<file path="src/rtl/lock_ctrl_pkg.sv">
// Shared types and widths for the keypad/lock access controller.
// Holds the FSM state encoding, key/progress widths and a timer-width helper.
// No logic of its own; imported by the interface, arbiter and controller.
package lock_ctrl_pkg;

  localparam int KEY_W  = 4;
  localparam int PROG_W = 4;

  typedef enum logic [2:0] {
    ST_IDLE    = 3'd0,
    ST_CLEAR   = 3'd1,
    ST_ACTIVE  = 3'd2,
    ST_OPEN    = 3'd3,
    ST_RELEASE = 3'd4,
    ST_LOCKOUT = 3'd5
  } lock_state_e;

  // One width fits every timer: enough bits for the largest count plus a spare
  // so no counter can wrap while it is still being compared.
  function automatic int timer_width(input int a, input int b, input int c);
    int m;
    m = a;
    if (b > m) m = b;
    if (c > m) m = c;
    return $clog2(m) + 1;
  endfunction

endpackage

</file>
<file path="src/rtl/lock_access_ctrl_if.sv">
// Bundle between the keypads / lock FSM and the access controller.
// Pure wiring; no latency of its own.
// master = keypads and lock FSM side, slave = the controller.
interface lock_access_ctrl_if;
  import lock_ctrl_pkg::*;

  logic [1:0]        req;
  logic [KEY_W-1:0]  keys0;
  logic [KEY_W-1:0]  keys1;
  logic [1:0]        grant;
  logic [KEY_W-1:0]  lock_keys;
  logic              lock_rst;
  logic              lock_unlock;
  logic [PROG_W-1:0] lock_progress;
  logic              unlocked;
  logic              locked_out;
  logic [1:0]        fail_count;

  modport master (
    output req, keys0, keys1, lock_unlock, lock_progress,
    input  grant, lock_keys, lock_rst, unlocked, locked_out, fail_count
  );

  modport slave (
    input  req, keys0, keys1, lock_unlock, lock_progress,
    output grant, lock_keys, lock_rst, unlocked, locked_out, fail_count
  );

endinterface

</file>
<file path="src/rtl/lock_rr_arb.sv">
// Two-way round-robin pick between keypad requests.
// Combinational; the parent registers the result as the grant.
// en=0 forces no pick; on a tie the keypad not granted last wins.
module lock_rr_arb (
  input  logic [1:0] req,
  input  logic       last,
  input  logic       en,
  output logic [1:0] gnt
);

  // last=1 means keypad 1 owned the previous session, so a tie goes to keypad 0.
  always_comb begin
    gnt = 2'b00;
    if (en) begin
      case (req)
        2'b01:   gnt = 2'b01;
        2'b10:   gnt = 2'b10;
        2'b11:   gnt = last ? 2'b01 : 2'b10;
        default: gnt = 2'b00;
      endcase
    end
  end

endmodule

</file>
<file path="src/rtl/lock_access_ctrl.sv">
// Shares one combination lock between two keypads, one session at a time, with lockout.
// Grant one cycle after a request in IDLE; unlocked one cycle after lock_unlock.
// No queuing: requests are only looked at in IDLE and are ignored during a lockout.
module lock_access_ctrl
  import lock_ctrl_pkg::*;
#(
  parameter int SESSION_TIMEOUT = 64,
  parameter int HOLD_CYCLES     = 8,
  parameter int MAX_FAILS       = 3,
  parameter int LOCKOUT_CYCLES  = 100
) (
  input  logic             clk,
  input  logic             reset,
  lock_access_ctrl_if.slave bus
);

  localparam int TMR_W = timer_width(SESSION_TIMEOUT, HOLD_CYCLES, LOCKOUT_CYCLES);
  localparam logic [TMR_W-1:0] IDLE_LAST = TMR_W'(SESSION_TIMEOUT - 1);
  localparam logic [TMR_W-1:0] HOLD_LAST = TMR_W'(HOLD_CYCLES - 1);
  localparam logic [TMR_W-1:0] LO_LAST   = TMR_W'(LOCKOUT_CYCLES - 1);
  localparam logic [1:0]       FAIL_MAX  = 2'(MAX_FAILS);

  lock_state_e       state_q, state_d;
  logic [1:0]        grant_q, grant_d;
  logic              owner_q, owner_d;   // keypad index of the current session
  logic              last_q, last_d;     // keypad index of the previous session
  logic [1:0]        fail_q, fail_d;
  logic [TMR_W-1:0]  idle_q, idle_d;
  logic [TMR_W-1:0]  hold_q, hold_d;
  logic [TMR_W-1:0]  lo_q, lo_d;
  logic              seen_q, seen_d;
  logic [PROG_W-1:0] prog_q;
  logic              rst_pulse_q;

  logic              arb_en;
  logic [1:0]        arb_gnt;
  logic [KEY_W-1:0]  fwd_keys;
  logic              prog_chg;
  logic [1:0]        fail_inc;

  assign arb_en   = (state_q == ST_IDLE);
  assign fwd_keys = owner_q ? bus.keys1 : bus.keys0;
  assign prog_chg = (bus.lock_progress != prog_q);
  assign fail_inc = (fail_q == FAIL_MAX) ? fail_q : fail_q + 2'd1;

  lock_rr_arb u_arb (
    .req  (bus.req),
    .last (last_q),
    .en   (arb_en),
    .gnt  (arb_gnt)
  );

  // Only the owning keypad reaches the lock, and only while the session is live.
  assign bus.grant      = grant_q;
  assign bus.lock_keys  = (state_q == ST_ACTIVE) ? fwd_keys : '0;
  assign bus.lock_rst   = rst_pulse_q | (state_q == ST_CLEAR) | (state_q == ST_RELEASE);
  assign bus.unlocked   = (state_q == ST_OPEN);
  assign bus.locked_out = (state_q == ST_LOCKOUT);
  assign bus.fail_count = fail_q;

  // Session sequencing: next state plus the timer, counter and pointer updates it implies.
  always_comb begin
    state_d = state_q;
    grant_d = grant_q;
    owner_d = owner_q;
    last_d  = last_q;
    fail_d  = fail_q;
    idle_d  = idle_q;
    hold_d  = hold_q;
    lo_d    = lo_q;
    seen_d  = seen_q;
    case (state_q)
      ST_IDLE: begin
        if (arb_gnt != 2'b00) begin
          state_d = ST_CLEAR;
          grant_d = arb_gnt;
          owner_d = arb_gnt[1];
        end
      end
      ST_CLEAR: begin
        idle_d  = '0;
        seen_d  = 1'b0;
        state_d = ST_ACTIVE;
      end
      ST_ACTIVE: begin
        if (fwd_keys != '0) seen_d = 1'b1;
        idle_d = prog_chg ? '0 : idle_q + 1'b1;
        if (bus.lock_unlock) begin
          state_d = ST_OPEN;
          fail_d  = 2'd0;
          hold_d  = '0;
        end else if (!bus.req[owner_q]) begin
          // Walking away before touching a key is not an attempt.
          state_d = ST_RELEASE;
          grant_d = 2'b00;
          if (seen_q || (fwd_keys != '0)) fail_d = fail_inc;
        end else if (idle_q == IDLE_LAST) begin
          state_d = ST_RELEASE;
          grant_d = 2'b00;
          fail_d  = fail_inc;
        end
      end
      ST_OPEN: begin
        if (hold_q == HOLD_LAST) begin
          state_d = ST_RELEASE;
          grant_d = 2'b00;
        end else begin
          hold_d = hold_q + 1'b1;
        end
      end
      ST_RELEASE: begin
        last_d = owner_q;
        if (fail_q == FAIL_MAX) begin
          state_d = ST_LOCKOUT;
          lo_d    = '0;
        end else begin
          state_d = ST_IDLE;
        end
      end
      ST_LOCKOUT: begin
        if (lo_q == LO_LAST) begin
          state_d = ST_IDLE;
          fail_d  = 2'd0;
        end else begin
          lo_d = lo_q + 1'b1;
        end
      end
      default: begin
        state_d = ST_IDLE;
        grant_d = 2'b00;
      end
    endcase
  end

  // State register; reset aborts any session and pulses the lock reset once.
  always_ff @(posedge clk) begin
    if (!reset) begin
      state_q     <= ST_IDLE;
      grant_q     <= 2'b00;
      owner_q     <= 1'b0;
      last_q      <= 1'b1;
      fail_q      <= 2'd0;
      idle_q      <= '0;
      hold_q      <= '0;
      lo_q        <= '0;
      seen_q      <= 1'b0;
      prog_q      <= '0;
      rst_pulse_q <= 1'b1;
    end else begin
      state_q     <= state_d;
      grant_q     <= grant_d;
      owner_q     <= owner_d;
      last_q      <= last_d;
      fail_q      <= fail_d;
      idle_q      <= idle_d;
      hold_q      <= hold_d;
      lo_q        <= lo_d;
      seen_q      <= seen_d;
      prog_q      <= bus.lock_progress;
      rst_pulse_q <= 1'b0;
    end
  end

endmodule

</file>
<file path="src/flat_wrapper.sv">
// flat-port wrapper written by rule: the top's interface ports become plain ports
module lock_access_ctrl_flat import lock_ctrl_pkg::*;
#(
  parameter int SESSION_TIMEOUT = 64,
  parameter int HOLD_CYCLES     = 8,
  parameter int MAX_FAILS       = 3,
  parameter int LOCKOUT_CYCLES  = 100
)
  (clk, reset, bus_req, bus_keys0, bus_keys1, bus_lock_unlock, bus_lock_progress, bus_grant, bus_lock_keys, bus_lock_rst, bus_unlocked, bus_locked_out, bus_fail_count);
  lock_access_ctrl_if bus_i ();
  input  logic clk;
  input  logic reset;
  input wire logic [$bits(bus_i.req)-1:0] bus_req;
  input wire logic [$bits(bus_i.keys0)-1:0] bus_keys0;
  input wire logic [$bits(bus_i.keys1)-1:0] bus_keys1;
  input wire logic [$bits(bus_i.lock_unlock)-1:0] bus_lock_unlock;
  input wire logic [$bits(bus_i.lock_progress)-1:0] bus_lock_progress;
  output wire logic [$bits(bus_i.grant)-1:0] bus_grant;
  output wire logic [$bits(bus_i.lock_keys)-1:0] bus_lock_keys;
  output wire logic [$bits(bus_i.lock_rst)-1:0] bus_lock_rst;
  output wire logic [$bits(bus_i.unlocked)-1:0] bus_unlocked;
  output wire logic [$bits(bus_i.locked_out)-1:0] bus_locked_out;
  output wire logic [$bits(bus_i.fail_count)-1:0] bus_fail_count;
  assign bus_i.req = bus_req;
  assign bus_i.keys0 = bus_keys0;
  assign bus_i.keys1 = bus_keys1;
  assign bus_i.lock_unlock = bus_lock_unlock;
  assign bus_i.lock_progress = bus_lock_progress;
  assign bus_grant = bus_i.grant;
  assign bus_lock_keys = bus_i.lock_keys;
  assign bus_lock_rst = bus_i.lock_rst;
  assign bus_unlocked = bus_i.unlocked;
  assign bus_locked_out = bus_i.locked_out;
  assign bus_fail_count = bus_i.fail_count;
  lock_access_ctrl #(.SESSION_TIMEOUT(SESSION_TIMEOUT), .HOLD_CYCLES(HOLD_CYCLES), .MAX_FAILS(MAX_FAILS), .LOCKOUT_CYCLES(LOCKOUT_CYCLES)) u_core (.clk(clk), .reset(reset), .bus(bus_i));
endmodule
</file>
<file path="config.mk">
export PLATFORM = sky130hd
export DESIGN_NAME = lock_access_ctrl_flat
export DESIGN_NICKNAME = d
export VERILOG_FILES = /design/src/rtl/lock_ctrl_pkg.sv /design/src/rtl/lock_access_ctrl_if.sv /design/src/rtl/lock_rr_arb.sv /design/src/rtl/lock_access_ctrl.sv /design/src/flat_wrapper.sv
export SDC_FILE = /design/constraint.sdc
export NUM_CORES = 1
export LEC_CHECK = 0
export ABC_AREA = 1
export CELL_PAD_IN_SITES_DETAIL_PLACEMENT = 1
export CELL_PAD_IN_SITES_GLOBAL_PLACEMENT = 2
export CORE_MARGIN = 2
export CORE_UTILIZATION = 30
export DETAILED_ROUTE_END_ITERATION = 8
export DONT_BUFFER_PORTS = 1
export PLACE_DENSITY = 0.69
export SYNTH_ARGS = -nofsm -noshare
export SYNTH_HDL_FRONTEND = slang
export SYNTH_SLANG_ARGS = --single-unit
</file>
<file path="constraint.sdc">
create_clock -name clk -period 1.4 [get_ports clk]
set_input_delay 0.28 -clock clk [delete_from_list [all_inputs] [get_ports clk]]
set_output_delay 0.28 -clock clk [all_outputs]
set_load 0.02 [all_outputs]
</file>
# == After elaboration in Yosys (flattened, before gate mapping) ==
# Cells that the tools add are included.
# word_totals
register_bits,39
inputBits,17
word_cells,99
# op_classes
n_addsub,4
order_cmp,1
n_eq_ne,25
muxes,39
bitwise_logic,3
n_reduce_logical,16
# op_table
operator,n
$pmux W8 S2,3
$mux W8,5
$mux W2,13
$add A8 B1 Y8 const B,3
$mux W3,7
$pmux W3 S6,1
$ne A2 B2 Y1 const B,6
$reduce_bool A2 Y1,5
$eq A8 B3 Y1 const B,1
$eq A8 B6 Y1 const B,1
$eq A8 B7 Y1 const B,1
$mux W4,2
$ne A4 B4 Y1 const B,2
$pmux W2 S4,1
$reduce_and A4 Y1,2
$eq A2 B2 Y1 const B,3
$eq A3 B2 Y1 const B,2
$eq A3 B3 Y1 const B,2
$ne A2 B1 Y1 const B,3
$pmux W2 S3,1
$reduce_and A3 Y1,2
$reduce_and A5 Y1,1
$mux W1,4
$ne A4 B4 Y1,1
other kinds (14),16

# == Depth between registers and ports, before layout ==
# depth
ltp_word,7
ltp_mapped,10

# == Cells and area by module ==
# From an unflattened synthesis, not the netlist that was laid out.
# unflattened
hier_cells,351
hier_area_um2,2233.4
# by_module_without_submodules
mod,n_inst,cells_per_inst,area_per_inst_um2,seq_area_each_um2
lock_access_ctrl,1,346,2212.1,780.7
lock_rr_arb,1,5,21.3,0.0

# == Least setup slack after synthesis ==
# Ideal clock, no wire load.
# synth_timing
path_kind,reg-to-reg
startpoint,register u_core.state_q[2]
endpoint,register u_core.hold_q[4]
setup_time_ns,0.115
arrival_ns,1.304
required_time_ns,1.285
path_slack_ns,-0.018
stages_incl_launch_ff,10
path_buffers,1
path_cell_list,dfxtp_1 inv_4 nand2_2 nor2_2 o21ai_2 nand2_2 buf_6 nand2_2 xor2_1 nor2_2
# synth_via
elab_chain_cells,3
# synth_lines
item,line_no,source
"start, declared",lock_access_ctrl.sv:23,"lock_state_e state_q, state_d;"
"start signal, assigned",lock_access_ctrl.sv:150,state_q <= state_d;
$eq A3 B2 Y1 *,n/a,
via bus_unlocked,flat_wrapper.sv:21,output wire logic [$bits(bus_i.unlocked)-1:0] bus_unlocked;
$ne A2 B2 Y1 (no source line) / $reduce_bool A2 Y1 (equally long branches),n/a,
$reduce_and A3 Y1 (no source line),n/a,
"end signal, assigned",lock_access_ctrl.sv:156,hold_q <= hold_d;
"end, declared",lock_access_ctrl.sv:29,"logic [TMR_W-1:0] hold_q, hold_d;"
# The timed path passes the listed nets; every way through them passes the cells marked *.
# A chain may end at the register's enable or synchronous reset.

# == Worst setup path after layout ==
# layout_timing
startpoint,register u_core.state_q[2]
endpoint,output bus_lock_rst
# layout_via
elab_chain_cells,3
# layout_lines
item,line_no,source
$eq A3 B1 Y1,lock_access_ctrl.sv:56,assign bus.lock_rst = rst_pulse_q | (state_q == ST_CLEAR) | (state_q == ST_RELEASE);
$or A1 B1 Y1,lock_access_ctrl.sv:56,
$or A1 B1 Y1 *,lock_access_ctrl.sv:56,
"end, declared",flat_wrapper.sv:20,output wire logic [$bits(bus_i.lock_rst)-1:0] bus_lock_rst;
# Every way passes the cells marked *; elsewhere a longest branch is shown, timed or not.

==> impl_metrics.csv <==
group,metric,value,unit
route,wire_per_inst,13.8,um
worst_setup_path,worst-path-buf-inv,3,
sta,hold_viol,0,
synth,netlist.area_leader.share,0.350,
worst_setup_path,ff2ff_path_depth,12,
route,drc,0,
route,num_vias,2444,
power,pwr-share-clk,0.162,
worst_setup_path,cp_top_family,"flip-flops",
sta,fin_hold_ws,74.4,ps
floorplan,rows,31,
worst_setup_path,endpoint_kind,"primary output",
floorplan,die_area,0.00814,sq mm
cts,cts.clk_slew.worst_paths,80,ps
synth,syn_inst,349,
power,combPwrFrac,0.540,
synth,syn-cell-area,0.00223,sq mm
sta,tightest_slew,326,ps
sta,period_minus_slack,1560,ps
placement,gp_congestion,0.759,
route,drt_first_pass_iters,4,
synth,ys_top_cells_by_area,"dfxtp_1, nand2_1, inv_1",
flow_run,drv_cap,0,
worst_hold_path,hold_path_class,"in -> reg",
route,drt-total-wl,7.22,mm
worst_setup_path,crit_required,1120,ps
sta,fin_tns_setup,-1110,ps
floorplan,die-height,90.2,um
cts,cts_root_buf,"clkbuf_8",
floorplan,top_level_ports,28,
sta,finClkSkew,5.27,ps
synth,synthesis.nets,370,
power,power_density,1380,mW/mm^2
worst_setup_path,path_class,"reg -> out",
worst_setup_path,critPathSlowestCell,"dfxtp_4",
floorplan,core,0.00721,sq mm
worst_setup_path,crit_cells,5,
synth,synthMuxAreaShare,0,
synth,ys_ff_latch,39,
global_route,antenna_found_initial,0,
synth,yosysTopAreaCell,"dfxtp_1",
floorplan,initial_utilization,0.309,
global_route,grt_usage,0.177,
sta,relSlewSlack,0.781,
layout,area_delta_synth_final,56.4,%
global_route,grt_pass1_wl,11.7,mm
synth,synth_top_family_by_area,"simple AND/OR/NAND/NOR gates",
power,swShare,0.406,
power,power.switching,1950,uW
synth,synthAdderAreaFrac,0.0224,
global_route,grt_pass1_vias,2561,
synth,synth_warnings,0,
route,drtIter0Drc,30,
cts,cts-buffers-inserted,5,
layout,diodes,0,
synth,avgSynthCellArea,6.39,sq um
placement,portBuffers,0,
cts,cts_buffer_depth,2,
synth,synth-seq-area-share,0.350,
route,final_antenna_net_count,0,
layout,final_area,0.00349,sq mm
placement,dp.cells,487,
worst_setup_path,crit_start,"u_core.state_q[2]$_SDFFE_PN0P_",
synth,yosys.area_share.xor_xnor,0.0196,
worst_setup_path,r2r_setup_slack,-80,ps
cts,cts-hold-fix-buffers,0,
synth,ys_types,33,
layout,fill_cells,929,
power,ir_worst_vdd,698,uV
global_route,grt_max_degree,18,
worst_setup_path,worstReg2RegEnd,"u_core.hold_q[7]$_SDFFE_PN0P_",
run_status,status,"finished with violations",
cts,clkSinkCount,39,
sta,fin_crit_sh,1.11,
worst_setup_path,crit_end,"bus_lock_rst",
global_route,grt_overflow,0,
layout,instances_no_fill,523,
synth,synth_compound_area_frac,0.103,
cts,cts_max_level,2,
placement,hpwl,4.72,mm
synth,synth-simple-area-share,0.396,
sta,timing.fmax,643,MHz
sta,rsz0062_at_grt,"true",
worst_setup_path,startpoint_type,"flop",
placement,post_dp_cell_area,0.00266,sq mm
cts,cts_tree,"yes",
sta,drv_slew,0,
run_status,violations,"negative setup slack",
worst_setup_path,cp_common_cell,"buf_6",
power,p_leak,0.00150,uW
cts,clk_latency,300,ps
sta,setup_viol,21,
worst_setup_path,critical_path_arrival,1280,ps
power,intPower,2850,uW
power,seqPwrFrac,0.297,
layout,final_util,0.484,
floorplan,dieWidth,90.2,um
layout,final_net_count,444,
route,viasPerCell,4.67,
worst_setup_path,rr_startpoint,"u_core.state_q[2]$_SDFFE_PN0P_",
worst_setup_path,critPathMaxStageDelay,380,ps
worst_setup_path,worst-path-max-fanout,4,
layout,drive_gt1_frac,0.417,
sta,setup_ws,-155,ps
worst_setup_path,crit_chain,"buf_6 > nor2_4 > inv_2 > buf_6 > nand3b_1",
-- worst min-delay path by stage --
stage                              start  depth (start not counted)                           to  slack [ps]
floorplan           bus_lock_progress[0]                          2  u_core.prog_q[0]$_SDFF_PN0_         370
global placement    bus_lock_progress[1]                          2  u_core.prog_q[1]$_SDFF_PN0_         370
detailed placement  bus_lock_progress[2]                          2  u_core.prog_q[2]$_SDFF_PN0_         380
CTS                 bus_lock_progress[2]                          2  u_core.prog_q[2]$_SDFF_PN0_          70
global route                       reset                          1   u_core.last_q$_SDFFE_PN1P_          70
finish              bus_lock_progress[2]                          2  u_core.prog_q[2]$_SDFF_PN0_          70
-- layer usage --
| layer | wire length, um | up-vias | share of wire | GRT usage |
|---|---|---|---|---|
| met5 | 0 | - | 0 | 0 |
| met4 | 121 | 0 | 0.017 | 0.0564 |
| met3 | 210 | 11 | 0.029 | 0.0344 |
| met2 | 3660 | 30 | 0.51 | 0.317 |
| met1 | 3220 | 1157 | 0.45 | 0.212 |
| li1 | - | 1246 | - | - |
-- metrics by stage --
stage          total power (uW)  worst slack, ps
2_1_floorplan              2390             23.8
3_3_place_gp               2990            -92.2
3_5_place_dp               3020             -132
4_1_cts                    4550             -157
5_1_grt                    5150             -214
6_report                   4800             -155
-- repair_timing --
item | in CTS | in global routing
buffers inserted | 22 | 8
resized for setup | 84 | 69
gates cloned | 1 | 0
endpoints found under the setup margin | 34 | 38
pin swaps | 27 | 34
-- layout by cell type (no fill, tap or decap), types with 9 or more instances in the layout --
master,synthesis,routed
a21oi_1,28,19
nor2_4,2,13
a21oi_2,0,9
inv_1,50,42
dfxtp_1,39,28
nand2_1,90,79
nand3_1,20,14
nor2_1,48,29
buf_6,1,25
nor2_2,2,10
buf_4,1,44
-- cell type report --
class	count	area, sq um	share of cell area
Clock buffer	7	76.3	0.0219
Clock inverter	1	5.00	0.00143
Inverter	56	233	0.0667
Multi-Input combinational cell	250	1610	0.461
Sequential cell	39	802	0.230
Tap cell	99	124	0.0355
Timing Repair Buffer	71	642	0.184
-- power groups by stage --
stage	registers (uW)	clock network [uW]	logic (uW)
floorplan	1410	0	987
global placement	1400	0	1590
detailed placement	1400	0	1610
CTS	1420	818	2310
global route	1450	855	2850
finish	1430	778	2600
-- cell usage after synthesis, drive strengths merged --
cell type	instances
a211oi	1
a21oi	28
buf	4
clkbuf	1
clkinv	1
dfxtp	39
ha	4
inv	55
nand2	97
nand3	22
nand3b	4
nand4	8
nor2	52
nor3	11
o211ai	2
o21a	1
o21ai	11
or2	3
xnor2	1
xor2	4
-- logic make-up after synthesis --
logic type	count (synthesis)
AO/OA/AOI/OAI	43
XOR/XNOR	5
adder cells (fa/ha/maj)	4
buffers and inverters	61
flip-flops	39
AND/OR/NAND/NOR	197
-- registers in the layout, indices dropped and copies added, names as in the netlist --
signal                 flops
u_core.hold_q              8
u_core.last_q              1
u_core.seen_q              1
u_core.prog_q              4
u_core.bus.grant           2
u_core.idle_q              8
u_core.lo_q                8
u_core.owner_q             1
u_core.bus.fail_count      2
u_core.rst_pulse_q         1
u_core.state_q             3
Note: power is estimated with default switching activity, not from simulation.
